**src/rtl/lcd_pkg.sv**
```systemverilog
// Shared constants and types for the LCD bus capture path: character codes,
// command encodings and the capture FSM state.
package lcd_pkg;

  localparam int         DEFAULT_WIDTH     = 16;
  localparam logic [7:0] CHAR_ZERO_DEFAULT = 8'h30;
  localparam logic [7:0] CHAR_ONE_DEFAULT  = 8'h31;

  localparam logic [7:0] CMD_CLEAR         = 8'h01;
  localparam logic [7:0] CMD_SET_ADDR      = 8'h80;
  localparam logic [7:0] CMD_SET_ADDR_MASK = 8'h80;

  typedef enum logic {
    IDLE    = 1'b0,
    COLLECT = 1'b1
  } cap_state_e;

  // Set-address commands carry the target position in the bits below the opcode flag.
  function automatic logic is_set_addr(input logic [7:0] code);
    return (code & CMD_SET_ADDR_MASK) == CMD_SET_ADDR;
  endfunction

  function automatic logic [7:0] set_addr_field(input logic [7:0] code);
    return code & ~CMD_SET_ADDR_MASK;
  endfunction

endpackage

```
**src/rtl/lcd_strobe_detect.sv**
```systemverilog
// Samples the LCD bus while enable is high and flags the falling edge of enable,
// presenting the byte that was on the bus just before the edge.
module lcd_strobe_detect (
  input  logic       clk,
  input  logic       rst_n,
  input  logic [7:0] lcd_data,
  input  logic       lcd_enable,
  input  logic       lcd_rs,
  output logic       strobe,
  output logic [7:0] byte_data,
  output logic       byte_rs
);

  logic       en_q_reg;
  logic [7:0] data_q_reg;
  logic       rs_q_reg;

  always_ff @(posedge clk) begin
    if (!rst_n) begin
      en_q_reg   <= 1'b0;
      data_q_reg <= 8'h00;
      rs_q_reg   <= 1'b0;
    end else begin
      en_q_reg <= lcd_enable;
      // Bus contents are only meaningful while enable is high.
      if (lcd_enable) begin
        data_q_reg <= lcd_data;
        rs_q_reg   <= lcd_rs;
      end
    end
  end

  assign strobe    = en_q_reg & ~lcd_enable;
  assign byte_data = data_q_reg;
  assign byte_rs   = rs_q_reg;

endmodule

```
**src/rtl/lcd_binary_capture.sv**
```systemverilog
// Snoops the LCD bus and rebuilds a displayed string of '0'/'1' characters into a
// binary word, flagging characters that are neither.
module lcd_binary_capture
  import lcd_pkg::*;
#(
  parameter int         WIDTH     = DEFAULT_WIDTH,
  parameter logic [7:0] CHAR_ZERO = CHAR_ZERO_DEFAULT,
  parameter logic [7:0] CHAR_ONE  = CHAR_ONE_DEFAULT
) (
  input  logic                     clk,
  input  logic                     rst_n,
  input  logic [7:0]               lcd_data,
  input  logic                     lcd_enable,
  input  logic                     lcd_rs,
  output logic [WIDTH-1:0]         binary_output,
  output logic                     word_valid,
  output logic                     word_err,
  output logic                     char_error,
  output logic [$clog2(WIDTH)-1:0] char_pos
);

  localparam int              POS_W    = $clog2(WIDTH);
  localparam logic [POS_W-1:0] LAST_POS = POS_W'(WIDTH - 1);

  logic       strobe;
  logic [7:0] byte_data;
  logic       byte_rs;

  lcd_strobe_detect u_strobe_detect (
    .clk        (clk),
    .rst_n      (rst_n),
    .lcd_data   (lcd_data),
    .lcd_enable (lcd_enable),
    .lcd_rs     (lcd_rs),
    .strobe     (strobe),
    .byte_data  (byte_data),
    .byte_rs    (byte_rs)
  );

  cap_state_e       state_reg, state_next;
  logic [POS_W-1:0] pos_reg, pos_next;
  logic [WIDTH-1:0] asm_reg, asm_next;
  logic             sticky_reg, sticky_next;
  logic [WIDTH-1:0] binary_output_reg;
  logic             word_valid_reg, word_err_reg, char_error_reg;

  // Byte decode
  logic       is_cmd, is_char;
  logic       cmd_clear, cmd_set_addr;
  logic [7:0] addr_field;
  logic       char_zero, char_one, char_write, char_bad;
  logic       word_done;
  logic       err_base, err_accum;

  assign is_cmd       = strobe & ~byte_rs;
  assign is_char      = strobe & byte_rs;
  assign addr_field   = set_addr_field(byte_data);
  assign cmd_clear    = is_cmd && (byte_data == CMD_CLEAR);
  assign cmd_set_addr = is_cmd && is_set_addr(byte_data) && (32'(addr_field) < WIDTH);

  assign char_zero  = is_char && (byte_data == CHAR_ZERO);
  assign char_one   = is_char && (byte_data == CHAR_ONE);
  assign char_write = char_zero | char_one;
  assign char_bad   = is_char & ~char_write;
  assign word_done  = is_char && (pos_reg == LAST_POS);
  assign err_accum  = err_base | char_bad;

  // Display position p maps to bit WIDTH-1-p so the leftmost character is the MSB.
  for (genvar gi = 0; gi < WIDTH; gi++) begin : g_asm_bit
    localparam logic [POS_W-1:0] BIT_POS = POS_W'(WIDTH - 1 - gi);
    assign asm_next[gi] = cmd_clear                          ? 1'b0 :
                          (char_write && pos_reg == BIT_POS) ? char_one :
                                                               asm_reg[gi];
  end

  always_comb begin
    pos_next = pos_reg;
    if (cmd_clear) begin
      pos_next = '0;
    end else if (cmd_set_addr) begin
      pos_next = POS_W'(addr_field);
    end else if (is_char) begin
      pos_next = (pos_reg == LAST_POS) ? '0 : pos_reg + POS_W'(1);
    end
  end

  always_comb begin
    sticky_next = sticky_reg;
    if (cmd_clear || word_done) begin
      sticky_next = 1'b0;
    end else if (is_char) begin
      sticky_next = err_accum;
    end
  end

  // FSM: state register
  always_ff @(posedge clk) begin
    if (!rst_n) begin
      state_reg <= IDLE;
    end else begin
      state_reg <= state_next;
    end
  end

  // FSM: next state
  always_comb begin
    state_next = state_reg;
    case (state_reg)
      IDLE: begin
        if (word_done) begin
          state_next = IDLE;
        end else if (cmd_set_addr || is_char) begin
          state_next = COLLECT;
        end
      end
      COLLECT: begin
        if (word_done || cmd_clear) begin
          state_next = IDLE;
        end
      end
      default: state_next = IDLE;
    endcase
  end

  // FSM: outputs -- an idle capture starts a fresh word, so no error history carries in.
  always_comb begin
    err_base = 1'b0;
    case (state_reg)
      IDLE:    err_base = 1'b0;
      COLLECT: err_base = sticky_reg;
      default: err_base = 1'b0;
    endcase
  end

  always_ff @(posedge clk) begin
    if (!rst_n) begin
      pos_reg           <= '0;
      asm_reg           <= '0;
      sticky_reg        <= 1'b0;
      binary_output_reg <= '0;
      word_valid_reg    <= 1'b0;
      word_err_reg      <= 1'b0;
      char_error_reg    <= 1'b0;
    end else begin
      pos_reg        <= pos_next;
      asm_reg        <= asm_next;
      sticky_reg     <= sticky_next;
      word_valid_reg <= word_done;
      char_error_reg <= char_bad;
      // Published word includes the final character written in this same cycle.
      if (word_done) begin
        binary_output_reg <= asm_next;
        word_err_reg      <= err_accum;
      end
    end
  end

  assign binary_output = binary_output_reg;
  assign word_valid    = word_valid_reg;
  assign word_err      = word_err_reg;
  assign char_error    = char_error_reg;
  assign char_pos      = pos_reg;

endmodule

```
**config.mk**
```make
export PLATFORM = sky130hd
export DESIGN_NAME = lcd_binary_capture
export DESIGN_NICKNAME = d
export VERILOG_FILES = /design/src/rtl/lcd_pkg.sv /design/src/rtl/lcd_strobe_detect.sv /design/src/rtl/lcd_binary_capture.sv
export SDC_FILE = /design/constraint.sdc
export NUM_CORES = 1
export LEC_CHECK = 0
export CORE_MARGIN = 8
export CORE_UTILIZATION = 45
export DETAILED_ROUTE_END_ITERATION = 7
export PLACE_DENSITY = 0.73
export SYNTH_ARGS = -nofsm -noshare
export SYNTH_HDL_FRONTEND = slang
export SYNTH_SLANG_ARGS = --single-unit
```
**constraint.sdc**
```tcl
create_clock -name clk -period 2.7 [get_ports clk]
set_clock_uncertainty 0.15 [all_clocks]
set_input_delay 0.27 -clock clk [delete_from_list [all_inputs] [get_ports clk]]
set_output_delay 0.27 -clock clk [all_outputs]
set_load 0.1 [all_outputs]
```
==> results.md, run 1 <==
* Clock sinks at 51
* Fmax at 474 MHz
* Netlist cell types at 41
* Synth top area share at 0.441
* Pwr Density at 490 mW/mm^2
* Syn nets at 255
* Final HPWL DP at 3150 um
* Clock share of power at 0.339
* Die area at 0.00770 mm^2
* Hold_buf cts at 0
* Gr usage total at 0.129
* Final GP Congestion at 0.828
* Status: completed
* Switch share at 0.230
* Vias in the first global route at 1660
* Hold Path Class: flip-flop to flip-flop
* Fin. Hold Viols at 0
* RSZ-0062 raised after global routing: no
* Worst Path Max Fanout at 8
* DIE HEIGHT at 87.7 um
* P_int at 1.00 mW
* CTS tree: yes
* Async SR Flop Fraction at 0
* Antenna Nets Post-Route at 0
* Die Wd at 87.7 um
* Slew HR at 0.512
* Share of cells above drive strength 1 at 0.161
* Slew Limit Fails at 0
* Post-cts sizing count at 0
* DRT Pass-1 Iters at 4
* Boundary Pins at 35
* Fill cells at 482
* Slowest-stage cell, CP: or4b_1
* I/O Buffers at 34
* Flop2flop setup slack at 590 ps
* Reg power frac at 0.595
* Synth area leader: dfxtp_1
* H-tree Lvls at 2
* Total of warnings raised by yosys at 0
* Most frequent cell after synthesis: dfxtp_1
* Avg Inst Size Synth at 9.69 um^2
* Net load switching power at 0.299 mW
* Slew @ Worst Pin at 733 ps
* Commonest cells post-synth: dfxtp_1, mux2i_1, a21oi_1, o21ai_0, nor2_1
* Num rows at 26
* Initial DRC count at 100
* Worst vdd ir at 0.416 mV
* Seq cells post-synth at 51
* Synth Flop Type: dfxtp_1
* Setup bufs post-CTS at 0
* Pre-CTS WS at 367 ps
* CP required at 2740 ps
* Synth-to-layout area growth at 15.0%
* Mapped cell area at 0.00232 mm^2
* Max-cap viol count at 0
* Remaining DRCs at 0
* Combined flip-flop and latch cell area at 0.00102 mm^2
* Period utilization at 0.781
* Initial core utilization at 0.459
* Core region area at 0.00504 mm^2
* Area of the multi-input gates at 0.00111 mm^2
* Leakage power at 1.20 nW
* Sequential fraction of the synthesis area at 0.441
* Largest net degree at the start of global routing at 35
* Crit end category: flip-flop
* Final setup fails at 0
* Comb pwr share at 0.066
* EDFF count, synth at 0
* Diode count at 0
* Synth area leaders: dfxtp_1, mux2i_1, clkbuf_8, a21oi_1, o21ai_0
* Clock-pin slew on the worst setup and hold paths at 90 ps
* Initial antenna violation count at 0
* First-pass GRT wire length at 7960 um
* Critical Path Max Stage Delay at 530 ps
* Clk root buf: clkbuf_8
* Cts bufs inserted at 5
* Via density per instance at 5.34
* Total routed wirelength at 4800 um
* Post-route worst setup slack at 591 ps
* Clk Latency, worst-skew pair at 300 ps
* Clock Tree Buf Depth at 2
* Period minus WS final at 2110 ps
* Layout Utilization at 0.528
* Startpoint Class: flip-flop
* Wire per inst at 14.2 um
* Mapped Cells at 239
* Worst EP arrival at 2150 ps
* Vias at 1799
* Critical-path cell list: ha_1, nand3_1, or4b_1, a21boi_2, o31ai_1
* Setup tns final at 0 ps
* WS Path Type: flip-flop to flip-flop
* Final layout net count at 283
* Overflow after GRT at 0
* Pwr Total at 1.30 mW
cells by family after synthesis:
kind of cell | Yosys count | synth area share
and+or+nand+nor | 84 | 0.226
DFF | 51 | 0.441
AOI/OAI and AO/OA | 50 | 0.123
buffers and inverters | 25 | 0.0805
muxes | 25 | 0.108
adders and majority gates | 4 | 0.0216
area by class of cell:
class,instances,share of cell area
multi-input combinational,163,0.416
sequential,51,0.383
timing repair buffer,42,0.129
tap,70,0.0329
clock buffer,6,0.0310
inverter,4,0.00564
clock inverter,1,0.00188
per-stage QoR:
stage	hold slack (ps)	std cells	instance area, um^2
6_report	330	337	2660
5_1_grt	365	337	2660
4_1_cts	328	337	2660
3_5_place_dp	309	330	2570
3_3_place_gp	313	330	2570
2_1_floorplan	233	239	2320
final timing paths:
check	startpoint	endpoint	depth (start not counted)
worst max-delay path	char_pos[0]$_SDFFE_PP0P_	binary_output[0]$_SDFFE_PN0P_	5
worst min-delay path	sticky_reg$_SDFFE_PP0P_	word_err$_SDFFE_PN0P_	2
worst max register to register	char_pos[0]$_SDFFE_PP0P_	binary_output[0]$_SDFFE_PN0P_	5
worst min register to register	sticky_reg$_SDFFE_PP0P_	word_err$_SDFFE_PN0P_	2
cells in the final DEF (no fill, tap or decap), drive strengths merged, types with 2 or more instances in the layout:
| cell | netlist | layout |
|---|---|---|
| clkdlybuf4s50 | 0 | 11 |
| inv | 4 | 4 |
| a31oi | 2 | 2 |
| nor3b | 6 | 6 |
| nor2 | 18 | 18 |
| a22oi | 2 | 2 |
| mux2i | 25 | 25 |
| clkbuf | 16 | 6 |
| nor2b | 11 | 11 |
| ha | 4 | 4 |
| a21oi | 19 | 19 |
| buf | 5 | 31 |
| and3 | 6 | 6 |
| nand3 | 4 | 4 |
| dfxtp | 51 | 51 |
| and3b | 10 | 10 |
| nand4 | 15 | 15 |
| nand2 | 6 | 6 |
| a21boi | 2 | 2 |
| nor4 | 2 | 2 |
| o21ai | 19 | 19 |
critical path: cells and delay by family, from the launching register on:
kind | cells | cell delay, ps
flops | 1 | 480
compound gates | 2 | 270
simple gates | 2 | 750
fa+ha+maj | 1 | 350
power groups by stage:
stage | Sequential (mW) | Clock (mW) | Combinational [mW]
CTS | 0.776 | 0.448 | 0.0863
global route | 0.778 | 0.478 | 0.0935
finish | 0.776 | 0.441 | 0.0859
global placement | 0.794 | 0 | 0.0847
floorplan | 0.790 | 0 | 0.0614
detailed placement | 0.794 | 0 | 0.0861
layer usage:
metal / wire length [um] / GRT usage
met1: 2270 / 0.164
met2: 2170 / 0.196
met3: 290 / 0.0403
met4: 63 / 0.0484
met5: 0 / 0
Note: power is estimated with default switching activity, not from simulation.
==> run 2: changes to the inputs <==
==> constraint.sdc (replaced) <==
create_clock -name clk -period 1.95 [get_ports clk]
set_clock_uncertainty 0.15 [all_clocks]
set_input_delay 0.195 -clock clk [delete_from_list [all_inputs] [get_ports clk]]
set_output_delay 0.195 -clock clk [all_outputs]
set_load 0.1 [all_outputs]
==> run 2 against run 1 <==
Total power up 39%; sequential share of layout area is 1.6 points lower; die area unchanged; sequential power is 38% higher; first-iteration DRC count grew 5.0%; non-clock buffer count is 12 higher; worst setup slack got worse by 410 ps; critical path depth unchanged; cell count rose by 3.9%; wire length is 0.44% lower.
==> results.md, run 2 (synthesis results as in run 1) <==
* Synth-to-layout area growth at 21.6%
* Vias in the first global route at 1733
* Clock sinks at 51
* Clk Latency, worst-skew pair at 300 ps
* Max-cap viol count at 0
* Slowest-stage cell, CP: or4b_1
* CP delay by family, top: simple AND/OR/NAND/NOR gates
* CP required at 1990 ps
* Min Hold Slack at 341 ps
* Number of placed cells counting well taps at 342
* Final setup fails at 0
* Startpoint Class: flip-flop
* Crit end category: flip-flop
* Leakage power at 1.26 nW
* CTS tree: yes
* Final GP Congestion at 0.789
* Num rows at 26
* Clock Tree Buf Depth at 2
* Worst vdd ir at 0.452 mV
* Share of cells above drive strength 1 at 0.218
* Total routed wirelength at 4780 um
* DIE HEIGHT at 87.7 um
* Slew Limit Fails at 0
* H-tree Lvls at 2
* Initial core utilization at 0.459
* Fin. Hold Viols at 0
* Fill cells at 472
* Cts bufs inserted at 5
* Slew HR at 0.723
* Pwr Density at 642 mW/mm^2
* Remaining DRCs at 0
* Layout Utilization at 0.558
* Period utilization at 0.908
* Slew @ Worst Pin at 411 ps
* Initial antenna violation count at 0
* Hold Path Class: flip-flop to flip-flop
* Setup bufs post-CTS at 0
* WS Path Type: flip-flop to flip-flop
* Wire per inst at 13.6 um
* Post-cts sizing count at 0
* Critical Path Max Stage Delay at 510 ps
* Worst Path Max Fanout at 8
* Core region area at 0.00504 mm^2
* Hold_buf cts at 0
* Setup tns final at 0 ps
* Antenna Nets Post-Route at 0
* First-pass GRT wire length at 8110 um
* Commonest non-fill, non-tap cells in the layout: dfxtp_1, buf_4, mux2i_1
* Boundary Pins at 35
* Largest net degree at the start of global routing at 27
* Final HPWL DP at 3490 um
* I/O Buffers at 34
* Fin cells at 350
* Worst EP arrival at 1810 ps
* RSZ-0062 raised after global routing: no
* DRT Pass-1 Iters at 4
* Gr usage total at 0.133
* Vias at 1826
* Diode count at 0
* Clk root buf: clkbuf_8
* Clock-pin slew on the worst setup and hold paths at 90 ps
* Critical-path cell list: ha_4, nand3_1, or4b_1, a21boi_2, o31ai_1
* Die area at 0.00770 mm^2
* Via density per instance at 5.22
* Overflow after GRT at 0
* Status: completed
* Die Wd at 87.7 um
* Final layout net count at 295
* Fmax at 565 MHz
* Period minus WS final at 1770 ps
* Commonest non-fill, non-tap cell in the layout: dfxtp_1
* Buf/Inv on CP at 0
* Initial DRC count at 105
[run 2: cell count changes in the layout (fill, tap and decap cells not counted), sizes merged]
| cell | change |
|---|---|
| buf | +12 |
| clkbuf | -1 |
| clkinvlp | +1 |
| inv | +1 |
[run 2: through the flow]
step	setup WS, ps	total power, mW	area, um^2
finish	180	1.81	2820
global placement	-11.8	1.22	2730
CTS	164	1.82	2820
floorplan	8.97	1.18	2340
detailed placement	-34.2	1.23	2730
global route	18.7	1.87	2820
[run 2: final cells by class]
cell class | count | area [um^2] | area share
multi-input combinational | 163 | 1120 | 0.398
clock buffer | 5 | 68.8 | 0.0244
inverter | 4 | 15.0 | 0.00533
tap | 70 | 87.6 | 0.0311
timing repair buffer | 54 | 470 | 0.167
clock inverter | 3 | 18.8 | 0.00667
sequential | 51 | 1030 | 0.367
[run 2: tightest hold or removal path, stage by stage, from the launching register on]
cell,delay (ps)
dfxtp_1,320
nand2_1,50
a31oi_1,80
[run 2: power breakdown]
part	leakage [nW]	switching, mW	internal (mW)	total (mW)
Clock	0.0445	0.352	0.251	0.604
Sequential	0.416	0.0155	1.05	1.07
Combinational	0.800	0.0688	0.0682	0.137
Total	1.26	0.437	1.37	1.81
[run 2: final timing paths]
check | startpoint | endpoint | slack [ps] | cells after the start
max | char_pos[0]$_SDFFE_PP0P_ | binary_output[0]$_SDFFE_PN0P_ | 180 | 5
min | sticky_reg$_SDFFE_PP0P_ | word_err$_SDFFE_PN0P_ | 340 | 2
max reg2reg | char_pos[0]$_SDFFE_PP0P_ | binary_output[0]$_SDFFE_PN0P_ | 180 | 5
min reg2reg | sticky_reg$_SDFFE_PP0P_ | word_err$_SDFFE_PN0P_ | 340 | 2
[run 2: per-layer routing]
metal  track usage  vias up  share of wire
li1              -      939              -
met1         0.166      847           0.47
met2         0.211       35           0.47
met3        0.0432        5          0.053
met4        0.0375        0          0.012
met5             0        -              0
